<file path="src/rtl/dec_hit_pkg.sv">
// Shared definitions for dec_hit_counter.
// Contents: channel count, index width, FSM state type and fault-cause codes.
package dec_hit_pkg;

    localparam int unsigned NCH   = 8;
    localparam int unsigned IDX_W = 3;

    typedef enum logic {
        RUN,
        FAULT
    } state_e;

    localparam logic [1:0] ERR_NONE     = 2'b00;
    localparam logic [1:0] ERR_MISMATCH = 2'b01;
    localparam logic [1:0] ERR_MULTI    = 2'b10;

endpackage

</file>
<file path="src/rtl/sat_counter.sv">
// Saturating up-counter: holds at all-ones instead of wrapping.
// Ports:
//   clk  - rising-edge clock
//   rst  - asynchronous active-high reset, clears q
//   clr  - synchronous clear, takes priority over inc
//   inc  - count enable
//   q    - current count
module sat_counter #(
    parameter int unsigned CNT_W = 4
) (
    input  logic             clk,
    input  logic             rst,
    input  logic             clr,
    input  logic             inc,
    output logic [CNT_W-1:0] q
);

    always_ff @(posedge clk or posedge rst) begin
        if (rst) begin
            q <= '0;
        end else if (clr) begin
            q <= '0;
        end else if (inc && (q != {CNT_W{1'b1}})) begin
            q <= q + 1'b1;
        end
    end

endmodule

</file>
<file path="src/rtl/dec_hit_counter.sv">
// Per-channel hit statistics for a 3-to-8 decoder output.
// Registers the one-hot word and its complement, checks consistency one cycle later, counts
// valid one-hot samples per channel with saturation and latches the first fault cause.
// Ports:
//   clk, rst         - clock, asynchronous active-high reset
//   dec_in, ndec_in  - decoder output and its complement
//   clr              - synchronous clear of counters, fault state and outputs
//   rd_sel, rd_cnt   - registered counter read port
//   hit, last_ch     - count pulse and most recently counted channel
//   err, err_code    - sticky fault flag and first cause
module dec_hit_counter
    import dec_hit_pkg::*;
#(
    parameter int unsigned CNT_W = 4
) (
    input  logic             clk,
    input  logic             rst,
    input  logic [7:0]       dec_in,
    input  logic [7:0]       ndec_in,
    input  logic             clr,
    input  logic [2:0]       rd_sel,
    output logic [CNT_W-1:0] rd_cnt,
    output logic             hit,
    output logic [2:0]       last_ch,
    output logic             err,
    output logic [1:0]       err_code
);

    logic [7:0]       dec_q;
    logic [7:0]       ndec_q;
    state_e           state;
    logic [3:0]       pop;
    logic [2:0]       idx;
    logic             mismatch;
    logic             multi;
    logic             one_hot;
    logic             count_en;
    logic [NCH-1:0]   inc;
    logic [CNT_W-1:0] cnt [NCH];

    // Stage 1 samples every cycle; clr deliberately leaves it alone.
    always_ff @(posedge clk or posedge rst) begin
        if (rst) begin
            dec_q  <= 8'h00;
            ndec_q <= 8'hFF;
        end else begin
            dec_q  <= dec_in;
            ndec_q <= ndec_in;
        end
    end

    always_comb begin
        pop = 4'd0;
        idx = 3'd0;
        for (int i = 0; i < NCH; i++) begin
            pop = pop + {3'b000, dec_q[i]};
            if (dec_q[i]) begin
                idx = 3'(i);
            end
        end
    end

    assign mismatch = (ndec_q != ~dec_q);
    assign multi    = !mismatch && (pop >= 4'd2);
    assign one_hot  = !mismatch && (pop == 4'd1);
    assign count_en = (state == RUN) && !clr && one_hot;

    always_ff @(posedge clk or posedge rst) begin
        if (rst) begin
            state    <= RUN;
            hit      <= 1'b0;
            last_ch  <= 3'd0;
            err      <= 1'b0;
            err_code <= ERR_NONE;
        end else if (clr) begin
            state    <= RUN;
            hit      <= 1'b0;
            last_ch  <= 3'd0;
            err      <= 1'b0;
            err_code <= ERR_NONE;
        end else begin
            hit <= 1'b0;
            case (state)
                RUN: begin
                    if (mismatch) begin
                        state    <= FAULT;
                        err      <= 1'b1;
                        err_code <= ERR_MISMATCH;
                    end else if (multi) begin
                        state    <= FAULT;
                        err      <= 1'b1;
                        err_code <= ERR_MULTI;
                    end else if (one_hot) begin
                        hit     <= 1'b1;
                        last_ch <= idx;
                    end
                end
                FAULT: begin
                    // Hold first cause; only clr/rst leave this state.
                end
                default: state <= RUN;
            endcase
        end
    end

    for (genvar g = 0; g < NCH; g++) begin : g_cnt
        assign inc[g] = count_en && dec_q[g];

        sat_counter #(
            .CNT_W (CNT_W)
        ) u_cnt (
            .clk (clk),
            .rst (rst),
            .clr (clr),
            .inc (inc[g]),
            .q   (cnt[g])
        );
    end

    // Reads the pre-update value: a count landing at this edge shows up one edge later.
    always_ff @(posedge clk or posedge rst) begin
        if (rst) begin
            rd_cnt <= '0;
        end else begin
            rd_cnt <= cnt[rd_sel];
        end
    end

endmodule

</file>
<file path="config.mk">
export PLATFORM = sky130hd
export DESIGN_NAME = dec_hit_counter
export DESIGN_NICKNAME = d
export VERILOG_FILES = /design/src/rtl/dec_hit_pkg.sv /design/src/rtl/sat_counter.sv /design/src/rtl/dec_hit_counter.sv
export SDC_FILE = /design/constraint.sdc
export NUM_CORES = 1
export LEC_CHECK = 0
export ABC_AREA = 1
export BUFFER_PORTS_ARGS = -buffer_cell sky130_fd_sc_hd__buf_2
export CAP_MARGIN = 20
export CORE_ASPECT_RATIO = 1.2
export CORE_UTILIZATION = 55
export DETAILED_ROUTE_END_ITERATION = 10
export GPL_TIMING_DRIVEN = 0
export HOLD_SLACK_MARGIN = 0.1
export PLACE_DENSITY = 0.82
export SYNTH_ARGS = -nofsm -noshare
export SYNTH_HDL_FRONTEND = slang
export SYNTH_HIERARCHICAL = 1
export SYNTH_SLANG_ARGS = --single-unit
export TNS_END_PERCENT = 50
</file>
<file path="constraint.sdc">
create_clock -name clk -period 5 [get_ports clk]
set_input_delay 0.25 -clock clk [delete_from_list [all_inputs] [get_ports clk]]
set_output_delay 0.25 -clock clk [all_outputs]
set_load 0.01 [all_outputs]
</file>
; ---- Word-level counts from Yosys, hierarchy flattened
; Index checks and enable logic that the tools add are counted.
[totals]
register_bits = 60
in_bits = 22
out_inout_bits = 11
word_cells = 131
[classes]
addsub = 15
magnitude_cmp = 2
n_eq_ne = 13
muxes = 48
bitwise_logic = 3
n_reduce_logical = 34
[ops]
columns = operator, count
row1 = 2-to-1 mux 4 bit, 18
row2 = 2-to-1 mux 3 bit, 11
row3 = adder 4 x 1 -> 4 bit (second input constant), 8
row4 = inequality test 4 bit (second input constant), 8
row5 = logical AND 1 bit, 20
row6 = nonzero test 2 bit, 9
row7 = adder 4 x 1 -> 4 bit, 4
row8 = 2-to-1 mux 1 bit, 14
row9 = binary-select mux 4 bit (select 3 bit), 1
row10 = 2-to-1 mux 2 bit, 4
row11 = inequality test 8 bit, 1
row12 = inverter 8 bit, 1
row13 = inequality test 2 bit (second input constant), 3
row14 = adder 3 x 1 -> 4 bit, 1
row15 = equality test 4 x 1 -> 1 bit (second input constant), 1
row16 = >= comparator 4 x 2 -> 1 bit (second input constant), 1
row17 = >= comparator 4 bit (second input constant), 1
row18 = inverter 3 -> 4 bit, 1
row19 = AND reduction 4 bit, 1
row20 = adder 2 x 1 -> 3 bit, 1
row21 = nonzero test 3 bit, 1
row22 = adder 1 x 1 -> 2 bit, 1
row23 = logical NOT 1 bit, 2
row24 = AND reduction 2 bit, 1
row25 = inverter 1 bit, 1

; ---- Logic depth before layout (Yosys ltp)
[logic_depth]
word_depth = 14
mapped_depth = 19

; ---- Modules after synthesis
; Netlist, hierarchy kept.
[by_module_without_submodules]
columns = module, instances, cells_each, area_per_inst_um2, seq_area_each_um2
row1 = sat_counter, 8, 30, 224.0, 100.1
row2 = dec_hit_counter, 1, 203, 1581.5, 710.7

; ---- Worst setup path before layout
; OpenSTA, ideal clock, no wires.
[synth_timing]
path_kind = reg-to-reg
startpoint = register dec_q[0]
endpoint = register g_cnt[2].u_cnt.q[3]
setup_ns = 0.118
t_arrival_ns = 3.309
setup_slack_ns = 1.573
stages_incl_launch_ff = 19
n_path_buf = 0
period_less_slack_ns = 3.427
path_cell_list = dfrtp_1 > inv_2 > fa_1 > fa_1 > fa_1 > inv_1 > ha_1 > inv_1 > fa_1 > nand2_1 > nand4_1 > nor2_1 > inv_2 > nor3b_1 > nand2_1 > nand2_2 > inv_2 > nand2_1 > nand2_1
[synth_between]
elab_chain_len = 13
word_cells_on_any_way = 16
[synth_lines]
columns = element, line
row1 = "start, declared", dec_hit_counter.sv:29  ; logic [7:0] dec_q;
row2 = "start signal, assigned", dec_hit_counter.sv:47  ; dec_q <= dec_in;
row3 = adder 1 x 1 -> 2 bit, dec_hit_counter.sv:56  ; pop = pop + {3'b000, dec_q[i]};
row4 = adder 2 x 1 -> 3 bit, dec_hit_counter.sv:56
row5 = adder 3 x 1 -> 4 bit, dec_hit_counter.sv:56
row6 = adder 4 x 1 -> 4 bit (4 in series), dec_hit_counter.sv:56
row7 = equality test 4 x 1 -> 1 bit, dec_hit_counter.sv:65  ; assign one_hot = !mismatch && (pop == 4'd1);
row8 = logical AND 1 bit (*), dec_hit_counter.sv:65
row9 = logical AND 1 bit (*), dec_hit_counter.sv:66  ; assign count_en = (state == RUN) && !clr && one_hot;
row10 = logical AND 1 bit (*), dec_hit_counter.sv:107  ; assign inc[g] = count_en && dec_q[g];
row11 = via inc[2], dec_hit_counter.sv:38  ; logic [NCH-1:0] inc;
row12 = logical AND 1 bit (*), sat_counter.sv:23  ; end else if (inc && (q != {CNT_W{1'b1}})) begin
row13 = nonzero test 2 bit (no line) (*), n/a
row14 = "end signal, assigned", sat_counter.sv:24  ; q <= q + 1'b1;
row15 = "end, declared", sat_counter.sv:15  ; output logic [CNT_W-1:0] q
; Mark *: on every way through the listed nets, which the timed path passes. The rest lies on a longest branch.
; A chain may end at the register's enable or synchronous reset.

; ---- Worst setup path after layout
[layout_timing]
startpoint = register dec_q[3]
endpoint = register g_cnt[6].u_cnt.q[3]
[layout_between]
elab_chain_len = 11
word_cells_on_any_way = 14
[layout_lines]
columns = element, line
row1 = adder 3 x 1 -> 4 bit, dec_hit_counter.sv:56
row2 = adder 4 x 1 -> 4 bit (4 in series), dec_hit_counter.sv:56
row3 = equality test 4 x 1 -> 1 bit, dec_hit_counter.sv:65
row4 = logical AND 1 bit (*), dec_hit_counter.sv:65
row5 = logical AND 1 bit (*), dec_hit_counter.sv:66
row6 = logical AND 1 bit (*), dec_hit_counter.sv:107
row7 = via inc[6], dec_hit_counter.sv:38
row8 = logical AND 1 bit (*), sat_counter.sv:23
row9 = nonzero test 2 bit (no line) (*), n/a
row10 = "end signal, assigned", sat_counter.sv:24
row11 = "end, declared", sat_counter.sv:15
; Marks and branches as above.

==> impl_metrics.py <==
metrics = {
    "status": {
        "status": "finished, final reports clean",
    },
    "logic_synthesis": {
        "ys_warn_count": 6,
        "synth_fp_nets": 480,
        "synthCells": 443,
        "ys_types": 25,
        "yosys_register_bits": 60,
        "avgSynthCellArea_um2": 7.615,
        "yosysSeqAreaShare": 0.4481,
        "syn_area_mm2": 0.003373,
    },
    "grt": {
        "grt_pass1_vias": 3020,
        "grt_max_degree": 29,
        "grt_pass1_wl_um": 12870,
        "grt_usage": 0.2621,
        "antenna_found_initial": 0,
        "grt-ovfl-total": 0,
    },
    "sta": {
        "timing.hold.ws_ns": 0.1889,
        "fin_crit_sh": 0.7865,
        "rsz0062_at_grt": "false",
        "setup_viol": 0,
        "timing.fmax_mhz": 254.3,
        "worstMarginPinSlew_ns": 0.4193,
        "hold_viol": 0,
        "slew_violations": 0,
        "timing.slew.headroom": 0.7205,
        "finalSetupTns_ns": 0,
        "clock_skew_ns": 0.006577,
        "period_minus_slack_ns": 3.932,
    },
    "critical_path": {
        "reg2reg_from": "dec_q[3]$_DFF_PP0_",
        "cp-start-kind": "flip-flop",
        "critPathRequiredTime_ns": 5.23,
        "critPathMaxFanout": 9,
        "r2r_slack_ns": 1.07,
        "endpoint_kind": "flip-flop",
        "path_class": "reg2reg",
        "worstSetupStartpoint": "dec_q[3]$_DFF_PP0_",
        "arrival_ns": 4.16,
    },
    "clock_tree": {
        "cts_resized": 0,
        "htreeDepth": 3,
        "cts_buffer_depth": 2,
        "numCtsBuffers": 9,
        "cts_sinks": 60,
        "cts_setup_buffers": 0,
        "cts_tree": "built",
        "clock-root-buffer": "clkbuf_8",
        "clkLatencyLatePin_ns": 0.34,
        "clk_pin_slew_ns": 0.07,
    },
    "layout": {
        "fin_cells": 588,
        "layout-area-overhead-vs-synth_pct": 18.95,
        "layout_common_cells": "137 x nand2_1, 57 x inv_1, 52 x dfrtp_1",
        "layout_commonest_cell": "nand2_1",
        "nets": 540,
        "drive_gt1_frac": 0.1634,
        "n_antenna_cell": 0,
        "fill_cells": 467,
    },
    "routing": {
        "wirelength_um": 7577,
        "dr.pass1.iters": 7,
        "detail_route.wl_per_cell_um": 12.89,
        "routed_via_density": 5.213,
        "drc": 0,
        "first_iter_violations": 174,
        "vias": 3065,
        "ant_nets": 0,
    },
    "pwr": {
        "ir_worst_vdd_mv": 0.2089,
        "leakage_nw": 2.307,
        "powerDensity_mw_per_mm2": 278.5,
    },
    "place": {
        "port_buffers": 31,
        "gp_congestion": 0.8023,
        "place_inst": 554,
        "dp_hpwl_um": 5390,
    },
    "floorplanning": {
        "ios": 33,
        "die_width_um": 73.49,
        "rows": 30,
        "die_h_um": 87.79,
        "start_util": 0.5835,
        "core_mm2": 0.005781,
        "die_area_mm2": 0.006452,
    },
    "worst_hold_path": {
        "hold_path_class": "in2reg",
        "min_from": "rd_sel[2]",
    },
    "flow_run": {
        "max-cap-violations": 0,
    },
}
## state kept, by name, indices dropped and copies added, names as in the netlist
name,flops
err_code,2
dec_q,8
ndec_q,8
hit,1
err,1
state,1
rd_cnt,4
last_ch,3
g_cnt.u_cnt/q,32
## path summary, 6_finish.rpt
check,to,depth (start not counted)
worst max-delay path,g_cnt[6].u_cnt/q[3]$_DFFE_PP0P_,18
worst min-delay path,rd_cnt[3]$_DFF_PP0_,3
worst max register to register,g_cnt[6].u_cnt/q[3]$_DFFE_PP0P_,18
worst min register to register,last_ch[1]$_DFFE_PP0P_,2
max in group asynchronous,ndec_q[2]$_DFF_PP1_,4
min in group asynchronous,g_cnt[7].u_cnt/q[3]$_DFFE_PP0P_,3
## report_power, final
group | switching (W) | internal, W
clock network | 0.000188 | 0.000229
logic | 0.000107 | 0.0000662
registers | 0.0000207 | 0.000507
total | 0.000316 | 0.000801
## repair_timing
action	4_1_cts	5_1_grt
endpoints found under the setup margin	0	0
hold buffers	17	0
endpoints found under the hold margin	48	0
## cell families after synthesis
| family | after synthesis | synth area share |
|---|---|---|
| simple gates | 262 | 0.3390 |
| buf+inv | 75 | 0.08420 |
| flops | 60 | 0.4481 |
| compound gates | 23 | 0.04340 |
| fa+ha+maj | 15 | 0.06454 |
| xor+xnor | 8 | 0.02077 |
## worst max-delay path, stage by stage, from the launching register on
cell     delay, ns
dfrtp_1       0.41
inv_2         0.10
fa_1          0.43
fa_1          0.51
fa_1          0.41
inv_1         0.07
ha_1          0.20
inv_1         0.07
fa_1          0.41
nand2_1       0.09
nand4_1       0.09
nor2_1        0.17
inv_2         0.13
nor3_1        0.35
nand2_1       0.14
nand2_2       0.09
inv_2         0.05
nand2_1       0.05
nand2_1       0.05
## layout make-up
cell class / instances / area (um2) / area share
inverter: 71 / 266.5 / 0.06642
sequential: 60 / 1511 / 0.3767
buffer: 4 / 17.52 / 0.004365
tap: 80 / 100.1 / 0.02495
clock buffer: 11 / 131.4 / 0.03274
multi-input combinational: 308 / 1578 / 0.3932
timing repair buffer: 49 / 352.8 / 0.08793
clock inverter: 5 / 55.05 / 0.01372
## layer usage
metal  up-vias  share of wire  global-route usage
li1       1525              -                   -
met1      1427           0.42              0.3028
met2        90           0.51              0.4520
met3        23          0.040             0.05869
met4         0          0.031              0.1346
met5         -              0                   0
## metrics by stage
step	total power, W	area, um2	util	setup WS (ns)
floorplan	0.0006438	3373	-	1.573
global placement	0.0006824	3628	0.6277	1.200
detailed placement	0.0006919	3628	0.6277	1.162
CTS	0.001122	3985	0.6894	1.137
global route	0.001180	4013	0.6942	0.7780
finish	0.001117	4013	0.6942	1.068
## synth_stat cells, drive strengths merged
cell type | number | area, um2
nor3 | 7 | 35.03
nor3b | 1 | 7.510
nor2 | 47 | 188.9
dfrtp | 52 | 1301
dfstp | 8 | 210.2
o21ai | 11 | 55.05
ha | 11 | 137.6
or2 | 1 | 6.260
a31oi | 1 | 6.260
fa | 4 | 80.08
clkbuf | 2 | 7.510
xor2 | 8 | 70.07
nand2 | 146 | 570.5
buf | 2 | 10.01
nand4 | 18 | 112.6
o32ai | 8 | 70.07
inv | 71 | 266.5
a21oi | 3 | 15.01
nand3 | 42 | 222.7
(Power assumes the default switching activity.)
